--- src/rtl/i2c_bus_arbiter.sv ---
// Round-robin arbiter sharing one open-drain I2C bus between NUM_REQ bit-level masters.
// A watchdog revokes stuck tenures, then clocks out 9 SCL recovery pulses and a STOP.
module i2c_bus_arbiter #(
  parameter int NUM_REQ        = 2,
  parameter int TIMEOUT_CYCLES = 50000,
  parameter int GAP_CYCLES     = 250,
  parameter int RECOVER_HALF   = 250,
  parameter int CNT_W          = 16
) (
  input  logic               clk,
  input  logic               reset,
  input  logic [NUM_REQ-1:0] req,
  input  logic [NUM_REQ-1:0] done,
  input  logic [NUM_REQ-1:0] scl_oe_req,
  input  logic [NUM_REQ-1:0] sda_oe_req,
  output logic [NUM_REQ-1:0] grant,
  output logic               scl_oe,
  output logic               sda_oe,
  output logic               busy,
  output logic               timeout_stb,
  output logic [2:0]         timeout_id
);

  localparam int IDX_W = $clog2(NUM_REQ);

  typedef enum logic [2:0] {IDLE, GRANT, GAP, RECOVER, STOP} state_t;

  state_t             state, state_nxt;
  logic [CNT_W-1:0]   timer, timer_nxt, timer_inc;
  logic [IDX_W-1:0]   last_grant, last_grant_nxt;
  logic [NUM_REQ-1:0] grant_nxt, blocked, blocked_nxt, eligible;
  logic [3:0]         step, step_nxt;   // pulse count in RECOVER, phase in STOP
  logic               half, half_nxt;   // 0: SCL held low, 1: SCL released
  logic               timeout_stb_nxt;
  logic [2:0]         timeout_id_nxt;
  logic [IDX_W-1:0]   sel, sel_hi, sel_lo;
  logic               sel_vld, hi_vld;
  logic               half_end;

  assign eligible  = req & ~blocked;
  assign timer_inc = (timer == {CNT_W{1'b1}}) ? timer : timer + CNT_W'(1);
  assign half_end  = (timer == CNT_W'(RECOVER_HALF - 1));
  assign busy      = (state != IDLE);

  // Round-robin pick: lowest eligible index above last_grant, else lowest overall.
  always_comb begin
    sel_hi  = '0;
    sel_lo  = '0;
    hi_vld  = 1'b0;
    sel_vld = 1'b0;
    for (int i = NUM_REQ - 1; i >= 0; i--) begin
      if (eligible[i]) begin
        sel_lo  = IDX_W'(i);
        sel_vld = 1'b1;
        if (i > int'(last_grant)) begin
          sel_hi = IDX_W'(i);
          hi_vld = 1'b1;
        end
      end
    end
    sel = hi_vld ? sel_hi : sel_lo;
  end

  always_comb begin
    // NOTE: every always_comb output gets a default first so no path can infer a latch.
    state_nxt       = state;
    timer_nxt       = timer_inc;
    grant_nxt       = grant;
    last_grant_nxt  = last_grant;
    blocked_nxt     = blocked & req;
    step_nxt        = step;
    half_nxt        = half;
    timeout_stb_nxt = 1'b0;
    timeout_id_nxt  = timeout_id;
    scl_oe          = 1'b0;
    sda_oe          = 1'b0;

    case (state)
      IDLE: begin
        timer_nxt = '0;
        if (sel_vld) begin
          grant_nxt      = NUM_REQ'(1) << sel;
          last_grant_nxt = sel;
          state_nxt      = GRANT;
        end
      end

      GRANT: begin
        scl_oe = scl_oe_req[last_grant];
        sda_oe = sda_oe_req[last_grant];
        if (done[last_grant] || !req[last_grant]) begin
          grant_nxt = '0;
          timer_nxt = '0;
          state_nxt = GAP;
        end else if (timer == CNT_W'(TIMEOUT_CYCLES - 1)) begin
          grant_nxt               = '0;
          timer_nxt               = '0;
          timeout_stb_nxt         = 1'b1;
          timeout_id_nxt          = 3'(last_grant);
          blocked_nxt[last_grant] = 1'b1;
          step_nxt                = '0;
          half_nxt                = 1'b0;
          state_nxt               = RECOVER;
        end
      end

      GAP: begin
        if (timer == CNT_W'(GAP_CYCLES - 1)) begin
          timer_nxt = '0;
          state_nxt = IDLE;
        end
      end

      RECOVER: begin
        scl_oe = !half;
        if (half_end) begin
          timer_nxt = '0;
          half_nxt  = !half;
          if (half) begin
            if (step == 4'd8) begin
              step_nxt  = '0;
              state_nxt = STOP;
            end else begin
              step_nxt = step + 4'd1;
            end
          end
        end
      end

      STOP: begin
        // SDA rises while SCL is released: a STOP condition on the wire.
        scl_oe = (step == 4'd0);
        sda_oe = (step != 4'd2);
        if (half_end) begin
          timer_nxt = '0;
          if (step == 4'd2) begin
            step_nxt  = '0;
            state_nxt = GAP;
          end else begin
            step_nxt = step + 4'd1;
          end
        end
      end

      default: state_nxt = IDLE;
    endcase
  end

  always_ff @(posedge clk) begin
    // NOTE: state registers use non-blocking assignments so every flop samples pre-edge values.
    if (reset) begin
      state       <= IDLE;
      timer       <= '0;
      grant       <= '0;
      last_grant  <= IDX_W'(NUM_REQ - 1);
      blocked     <= '0;
      step        <= '0;
      half        <= 1'b0;
      timeout_stb <= 1'b0;
      timeout_id  <= '0;
    end else begin
      state       <= state_nxt;
      timer       <= timer_nxt;
      grant       <= grant_nxt;
      last_grant  <= last_grant_nxt;
      blocked     <= blocked_nxt;
      step        <= step_nxt;
      half        <= half_nxt;
      timeout_stb <= timeout_stb_nxt;
      timeout_id  <= timeout_id_nxt;
    end
  end

endmodule

--- config.mk ---
export PLATFORM = sky130hd
export DESIGN_NAME = i2c_bus_arbiter
export DESIGN_NICKNAME = d
export VERILOG_FILES = /design/src/rtl/i2c_bus_arbiter.sv
export SDC_FILE = /design/constraint.sdc
export NUM_CORES = 1
export LEC_CHECK = 0
export ABC_AREA = 0
export CORE_ASPECT_RATIO = 0.8
export CORE_UTILIZATION = 59
export CTS_BUF_LIST = sky130_fd_sc_hd__clkbuf_4 sky130_fd_sc_hd__clkbuf_8
export DETAILED_ROUTE_END_ITERATION = 8
export PLACE_DENSITY = 0.82
export SLEW_MARGIN = 10
export SYNTH_ARGS = -nofsm -noshare
export SYNTH_HDL_FRONTEND = slang
export SYNTH_SLANG_ARGS = --single-unit
--- constraint.sdc ---
create_clock -name clk -period 3.3 [get_ports clk]
set_input_delay 0.825 -clock clk [delete_from_list [all_inputs] [get_ports clk]]
set_output_delay 0.825 -clock clk [all_outputs]
set_load 0.01 [all_outputs]
## Word-level counts from Yosys, hierarchy flattened

Index checks and enable logic that the tools add are counted.

- Flip-flop bits (word level): 31
- Bits in latches: 0
- Bits in writable memories: 0
- Memory bits (read-only): 0
- Input port bits: 10
- Output and inout port bits: 9
- Memories kept: 0

- Add/sub/neg operators: 2
- Multipliers: 0
- Divide/modulo/power cells: 0
- $lt $le $gt $ge: 3
- Eq/ne operators: 20
- Shift operators: 1
- Multiplexer cells: 53
- Bitwise operators: 6
- Reduce and logical (&&, ||, !) cells: 18

Operator list:

| kind | count |
|---|---|
| 2-to-1 mux 16 bit | 4 |
| case mux 16 bit (3 select lines) | 1 |
| equality test 16 bit (second input constant) | 2 |
| 2-to-1 mux 4 bit | 7 |
| 2-to-1 mux 3 bit | 9 |
| 2-to-1 mux 1 bit | 19 |
| inequality test 2 bit (second input constant) | 9 |
| adder 16 x 1 -> 16 bit (second input constant) | 1 |
| equality test 16 x 8 -> 1 bit (second input constant) | 1 |
| case mux 3 bit (5 select lines) | 1 |
| 2-to-1 mux 2 bit | 6 |
| case mux 4 bit (3 select lines) | 1 |
| AND reduction 8 bit | 1 |
| equality test 3 x 2 -> 1 bit (second input constant) | 2 |
| AND reduction 3 bit | 2 |
| AND reduction 6 bit | 1 |
| nonzero test 3 bit | 2 |
| OR reduction 3 bit | 2 |
| adder 4 x 1 -> 4 bit (second input constant) | 1 |
| AND 2 bit | 2 |
| equality test 4 x 2 -> 1 bit (second input constant) | 1 |
| equality test 4 bit (second input constant) | 1 |
| zero test 4 bit | 1 |
| inequality test 4 x 2 -> 1 bit (second input constant) | 1 |
| 21 further kinds | 25 |

## Depth between registers and ports, before layout

Gate-level depths: netlist (run 1).

- Depth in word-level cells: 8
- Depth in mapped cells: 9
- Gate-level depth less buffers: 7

## Worst setup path after synthesis (run 1)

Ideal clock, no wire load.

- Kind: register to register
- From: reg timer[0]
- To: reg state[1]
- Data arrival time: 2.317 ns
- Setup slack: 0.913 ns
- Stages on the path, launching flop included: 8
- Buffers on the path: 1
- Path through: dfxtp_1 ha_1 or4b_1 or4_4 buf_6 o21a_4 or4_1 a21oi_1

- Longest elaborated chain between the ends: 3

Ends and longest elaborated chain:

| what | RTL line | source |
|---|---|---|
| from (decl) | 29 | `logic [CNT_W-1:0] timer, timer_nxt, timer_inc;` |
| from (signal assigned) | 163 | `timer <= timer_nxt;` |
| equality test 16 bit / equality test 16 x 8 -> 1 bit (equally long branches) | 95, 42, 108 |  |
| inequality test 3 bit (no line) / inequality test 2 bit (equally long branches) | -- |  |
| AND reduction 8 bit (no line) (*) | -- |  |
| to (signal assigned) | 162 | `state <= state_nxt;` |
| to (decl) | 28 | `state_t state, state_nxt;` |

Every way passes the cells marked *; elsewhere a longest branch is shown, timed or not.
A chain may end at the register's enable or synchronous reset.

## Worst setup path after layout (run 1)

- From: in scl_oe_req[1]
- To: out scl_oe

- Longest elaborated chain between the ends: 3

Ends and longest elaborated chain:

| what | RTL line | source |
|---|---|---|
| from (decl) | 14 | `input logic [NUM_REQ-1:0] scl_oe_req,` |
| 2-to-1 mux 1 bit (not written as such) (2 in series) | 89 | `scl_oe = scl_oe_req[last_grant];` |
| case mux 1 bit (3 select lines) | 78 | `case (state)` |
| to (decl) | 17 | `output logic scl_oe,` |

Every way passes these cells. The select of a mux whose other input is x is not followed.

==> results.md, run 1 <==
* Final hold vios at 0
* Cell taking the most area after synthesis: dfxtp_1
* CTS tree: built
* Period utilization at 91.3%
* WP buf/inv at 2
* Vias in the first global route at 1,438
* Die Area at 3500 µm²
* First-pass GRT wire length at 6960 µm
* Clock transition at path regs at 0.06 ns
* Tightest Hold Check Type: reg -> reg
* Commonest cells after routing, fill and taps aside: dfxtp_1, o21ai_0, nor3_1, clkdlybuf4s50_1, nand2_1
* Row Count at 18
* Antenna violations before repair at 0
* Gr ovfl total at 0
* Routed WL at 4170 µm
* Crit start category: primary input
* Synth unique cells at 61
* Post-DP HPWL at 3060 µm
* Hold-fix buffers, CTS at 0
* DR WL/cell at 14.7 µm
* Via count at 1,751
* Commonest non-fill, non-tap cell in the layout: dfxtp_1
* CP delay by family, top: buffers and inverters
* Cell area after layout at 2180 µm²
* Post-CTS setup buffers at 0
* Initial drt markers at 185
* Synthesized cell area at 1930 µm²
* Width of the die at 65.9 µm
* Max Fclk at 0.332 GHz
* Cells taking the most area after synthesis: dfxtp_1, o21ai_0, nor3_1, xor2_1, ha_1
* Core Box Area at 3110 µm²
* Final Net Count at 259
* Share of layout cells above drive strength 1 at 10.2%
* Req. time, crit path at 2.47 ns
* Post-route ant nets at 0
* Final critical-path required period at 3.01 ns
* Pin count of the biggest net entering global routing at 17
* Place WS at 0.277 ns
* Share of the synthesized area in the top cell type at 32.2%
* DR pass1 iterations at 4
* Vias/cell at 6.17
* H-tree depth at 2
* Post-CTS sizing at 0
* Slowest CP cell: clkdlybuf4s50_1
* Worst setup EP type: output pin
* I/O pins at 19
* Worst Skew at 0.00608 ns
* LEAKAGE at 0.754 nW
* Power Density at 515 nW/µm²
* Arrival time worst endpoint at 2.19 ns
* DP Area at 2090 µm²
* Reg area at 621 µm²
* RSZ-0062 raised after global routing: false
* WS Path Type: in -> out
* Crit-path cells: clkdlybuf4s50_1 > mux2i_1 > o21ai_0 > a32o_1 > clkdlybuf4s50_1
* Status: completed
* GRT Util Overall at 26.8%
* Clock buffer depth at 2
* Clk Latency, worst-skew pair at 0.28 ns
* Crit path largest cell delay at 0.53 ns
* Max-Cap Viols at 0
* Final setup fails at 0
* Register bit count reported by yosys at 31
* Syn. warnings at 0
* Die Span Y at 53.1 µm
* Max-slew headroom at 53.9%
* Crit path top cell by count: clkdlybuf4s50_1
* Synthesized area per cell at 8.38 µm²
* Final worst slack at 0.286 ns
* Peak supply drop at 0.326 mV
* Initial Utilization at 62.0%
* Post-route DRC at 0
* Synth async-reset ratio at 0%
* Antenna diodes at 0
* PortBufs at 16
* P&R area growth vs syn at 13.2%
* Ys flop type: dfxtp_1
* EDFF count, synth at 0
* Final Max Tran Viols at 0
* CTS Sinks at 31
* Fillers at 260
* GP Congestion at 0.800
* Tightest Pin Transition at 0.686 ns
* TritonCTS Buffers at 5
* Final TNS setup at 0 ns
* CP Max Fanout at 1
* Seq/Total Area, Yosys at 32.2%
* Syn Inst Count at 230
* Clock root buffer: clkbuf_8
* Worst hold slack at 0.473 ns
* Area of the multi-input gates at 1210 µm²
[layout make-up]
type,instances,area share (%)
tap,40,2.29
timing repair buffer,20,8.72
inverter,7,1.20
clock buffer,7,3.84
clock inverter,1,0.229
multi-input combinational,178,55.3
sequential,31,28.4
[routing by layer]
metal | track usage (%) | part of all wire [%]
met2 | 36.1 | 41
met4 | 7.97 | 0.91
met3 | 7.33 | 8.3
met1 | 40.2 | 50
met5 | 0 | 0
[state kept, by name, indices dropped and copies added, names as in the netlist]
signal / flops
blocked: 2
grant: 2
half: 1
last_grant: 1
state: 3
step: 4
timeout_id: 1
timeout_stb: 1
timer: 16
[tightest hold or removal path, stage by stage, from the launching register on]
cell and delay, ns:
dfxtp_1 0.31, inv_1 0.05, a221oi_1 0.06
[power breakdown]
group	total [W]	leakage (nW)	internal, W	switching (W)
registers	0.000444	0.251	0.000401	0.0000431
clock network	0.000302	0.0491	0.000164	0.000138
logic	0.000377	0.454	0.000170	0.000206
total	0.00112	0.754	0.000735	0.000388
[logic make-up after synthesis]
logic type	share of synthesized area, %
simple gates	28.6
compound gates	21.3
flops	32.2
buf+inv	5.45
xor+xnor	6.36
fa+ha+maj	3.89
mux	2.08
other cells	0.194
[per-stage QoR]
step | utilization [%] | cells | total power [W]
5_1_grt | 70.2 | 284 | 0.00119
6_report | 70.2 | 284 | 0.00112
4_1_cts | 70.2 | 284 | 0.00112
3_5_place_dp | 67.4 | 276 | 0.000825
2_1_floorplan | - | 231 | 0.000716
3_3_place_gp | 67.4 | 276 | 0.000817
[cells in the mapped netlist (4+ instances only)]
cell      number
xnor2_1        4
a21oi_1       10
xor2_1        10
inv_1          7
mux2i_1        4
nand2_1       12
o211ai_1       5
clkbuf_1       8
o21ai_0       20
nand2b_1       5
nand3_1        8
dfxtp_1       31
nor2_1        11
ha_1           6
nand4_1        4
nor3_1        18
[worst paths after layout]
kind | start | end | slack (ns) | cells past startpoint
min reg2reg | timeout_id[0]$_SDFFE_PP0P_ | timeout_id[0]$_SDFFE_PP0P_ | 0.47 | 2
max reg2reg | timer[0]$_SDFF_PP0_ | timer[12]$_SDFF_PP0_ | 0.71 | 6
max | scl_oe_req[1] | scl_oe | 0.29 | 5
min | timeout_id[0]$_SDFFE_PP0P_ | timeout_id[0]$_SDFFE_PP0P_ | 0.47 | 2
(Power assumes the default switching activity.)
==> run 2, diff against run 1 <==
==> constraint.sdc (replaced) <==
create_clock -name clk -period 3.3 [get_ports clk]
set_input_delay 0.33 -clock clk [delete_from_list [all_inputs] [get_ports clk]]
set_output_delay 0.33 -clock clk [all_outputs]
set_load 0.01 [all_outputs]
==> results.md, run 2 (synthesized netlist as in run 1, its figures left out) <==
* Status: completed (unchanged)
* Share of layout cells above drive strength 1 at 8.75% (was 10.2%)
* Row Count at 18 (unchanged)
* Routed WL at 4250 µm (was 4170 µm)
* Tightest Hold Check Type: reg -> reg (unchanged)
* Switching share of power at 35.2% (was 34.5%)
* Core Box Area at 3110 µm² (unchanged)
* Arrival time worst endpoint at 2.73 ns (was 2.19 ns)
* Max-Cap Viols at 0 (unchanged)
* Final setup fails at 0 (unchanged)
* Reg-to-reg slack, setup at 0.71 ns (about the same)
* Worst setup EP type: register (was output pin)
* Gr ovfl total at 0 (unchanged)
* Post-CTS sizing at 0 (unchanged)
* Die Span Y at 53.1 µm (unchanged)
* Worst hold slack at 0.467 ns (was 0.473 ns)
* DR pass1 iterations at 4 (unchanged)
* Fillers at 268 (was 260)
* Antenna violations before repair at 0 (unchanged)
* Post-DP HPWL at 3010 µm (was 3060 µm)
* Final Net Count at 256 (was 259)
* P_sw at 0.000395 W (was 0.000388 W)
* Largest register by flop count: timer (unchanged)
* Worst Skew at 0.00299 ns (was 0.00608 ns)
* P&R area growth vs syn at 11.9% (was 13.2%)
* CP Max Fanout at 16 (was 1)
* Clock transition at path regs at 0.06 ns (about the same)
* Place WS at 0.753 ns (was 0.277 ns)
* Flop pwr share at 41.1% (was 39.5%)
* GRT Util Overall at 27.0% (was 26.8%)
* Commonest cells after routing, fill and taps aside: dfxtp_1, o21ai_0, nor3_1, clkdlybuf4s50_1, nand2_1 (unchanged)
* Max reg flops at 16 (unchanged)
* Via count at 1,715 (was 1,751)
* LEAKAGE at 0.737 nW (was 0.754 nW)
* Die Area at 3500 µm² (unchanged)
* Initial Utilization at 62.0% (unchanged)
* Post-route DRC at 0 (unchanged)
* Combinational power share at 32.0% (was 33.5%)
* Commonest non-fill, non-tap cell in the layout: dfxtp_1 (unchanged)
* Clock root buffer: clkbuf_8 (unchanged)
* Period utilization at 78.4% (was 91.3%)
* Clock buffer depth at 2 (unchanged)
* CTS tree: built (unchanged)
* Max-slew headroom at 56.5% (was 53.9%)
* Power Density at 520 nW/µm² (was 515 nW/µm²)
* Hold-fix buffers, CTS at 0 (unchanged)
* Final critical-path required period at 2.59 ns (was 3.01 ns)
* Final TNS setup at 0 ns (unchanged)
* First-pass GRT wire length at 7070 µm (was 6960 µm)
* Hold path depth at 2 (unchanged)
* CTS Sinks at 31 (unchanged)
* RSZ-0062 raised after global routing: false (unchanged)
* TritonCTS Buffers at 5 (unchanged)
* GP Congestion at 0.852 (was 0.800)
* Req. time, crit path at 3.44 ns (was 2.47 ns)
* Area of the multi-input gates at 1210 µm² (unchanged)
* Reg area at 621 µm² (unchanged)
* Post-CTS setup buffers at 0 (unchanged)
* Max Fclk at 0.386 GHz (was 0.332 GHz)
* Vias/cell at 6.13 (was 6.17)
* Pin count of the biggest net entering global routing at 22 (was 17)
* Vias in the first global route at 1,475 (was 1,438)
* Biggest regs: timer (16), step (4), state (3) (unchanged)
* WS Path Type: reg -> reg (was in -> out)
* PortBufs at 16 (unchanged)
* H-tree depth at 2 (unchanged)
* Clk Latency, worst-skew pair at 0.28 ns (about the same)
* Tightest Pin Transition at 0.648 ns (was 0.686 ns)
* Post-route ant nets at 0 (unchanged)
* Crit start category: register (was primary input)
* Initial drt markers at 111 (was 185)
* Internal at 0.000728 W (was 0.000735 W)
* DR WL/cell at 15.2 µm (was 14.7 µm)
* Final Max Tran Viols at 0 (unchanged)
* I/O pins at 19 (unchanged)
* Width of the die at 65.9 µm (unchanged)
* Worst reg2reg path depth at 6 (unchanged)
* Peak supply drop at 0.344 mV (was 0.326 mV)
* Clock power share at 26.9% (about the same)
* Final hold vios at 0 (unchanged)
* Antenna diodes at 0 (unchanged)
* Final worst slack at 0.711 ns (was 0.286 ns)
[run 2: cell count changes in the layout (fill, tap and decap cells not counted)]
| cell | previous run | this run |
|---|---|---|
| buf_4 | 4 | 1 |
| clkbuf_4 | 2 | 0 |
| clkbuf_8 | 5 | 6 |
[run 2: metrics by stage]
step                      power (W)  util, %  cells  instance area (µm²)
after global routing        0.00118     69.4    280                 2160
after CTS                   0.00112     69.4    280                 2160
after global placement     0.000810     66.6    273                 2070
final                       0.00112     69.4    280                 2160
after floorplan            0.000716        -    231                 1930
after detailed placement   0.000818     66.6    273                 2070
[run 2: worst paths after layout]
| path | from | endpoint |
|---|---|---|
| max | timer[0]$_SDFF_PP0_ | timer[9]$_SDFF_PP0_ |
| min | grant[0]$_SDFFE_PP0P_ | grant[0]$_SDFFE_PP0P_ |
| max reg2reg | timer[0]$_SDFF_PP0_ | timer[9]$_SDFF_PP0_ |
| min reg2reg | grant[0]$_SDFFE_PP0P_ | grant[0]$_SDFFE_PP0P_ |
[run 2: power by group through the flow]
stage,Sequential (W),Clock [W],Combinational (W)
6_report,0.000461,0.000302,0.000359
5_1_grt,0.000467,0.000321,0.000389
4_1_cts,0.000458,0.000306,0.000355
3_5_place_dp,0.000466,0,0.000352
3_3_place_gp,0.000463,0,0.000346
2_1_floorplan,0.000424,0,0.000292
[run 2: layout make-up]
cell class / count / share of cell area, %
Tap cell: 40 / 2.32
Clock inverter: 1 / 0.232
Clock buffer: 6 / 3.83
Sequential cell: 31 / 28.8
Multi-Input combinational cell: 178 / 55.9
Inverter: 7 / 1.22
Timing Repair Buffer: 17 / 7.77
[run 2: layer usage]
metal | track usage, % | up-vias | routed length (µm)
li1 | - | 872 | -
met1 | 39.8 | 796 | 2270
met2 | 37.9 | 40 | 1710
met3 | 6.03 | 7 | 219
met4 | 8.70 | 0 | 61
met5 | 0 | - | 0
[run 2: worst max-delay path, stage by stage, from the launching register on]
cell and delay (ns):
dfxtp_1 0.40, ha_1 0.18, or4b_1 0.46, or4_4 0.59
a21oi_1 0.17, o22a_1 0.54, nor3_1 0.12
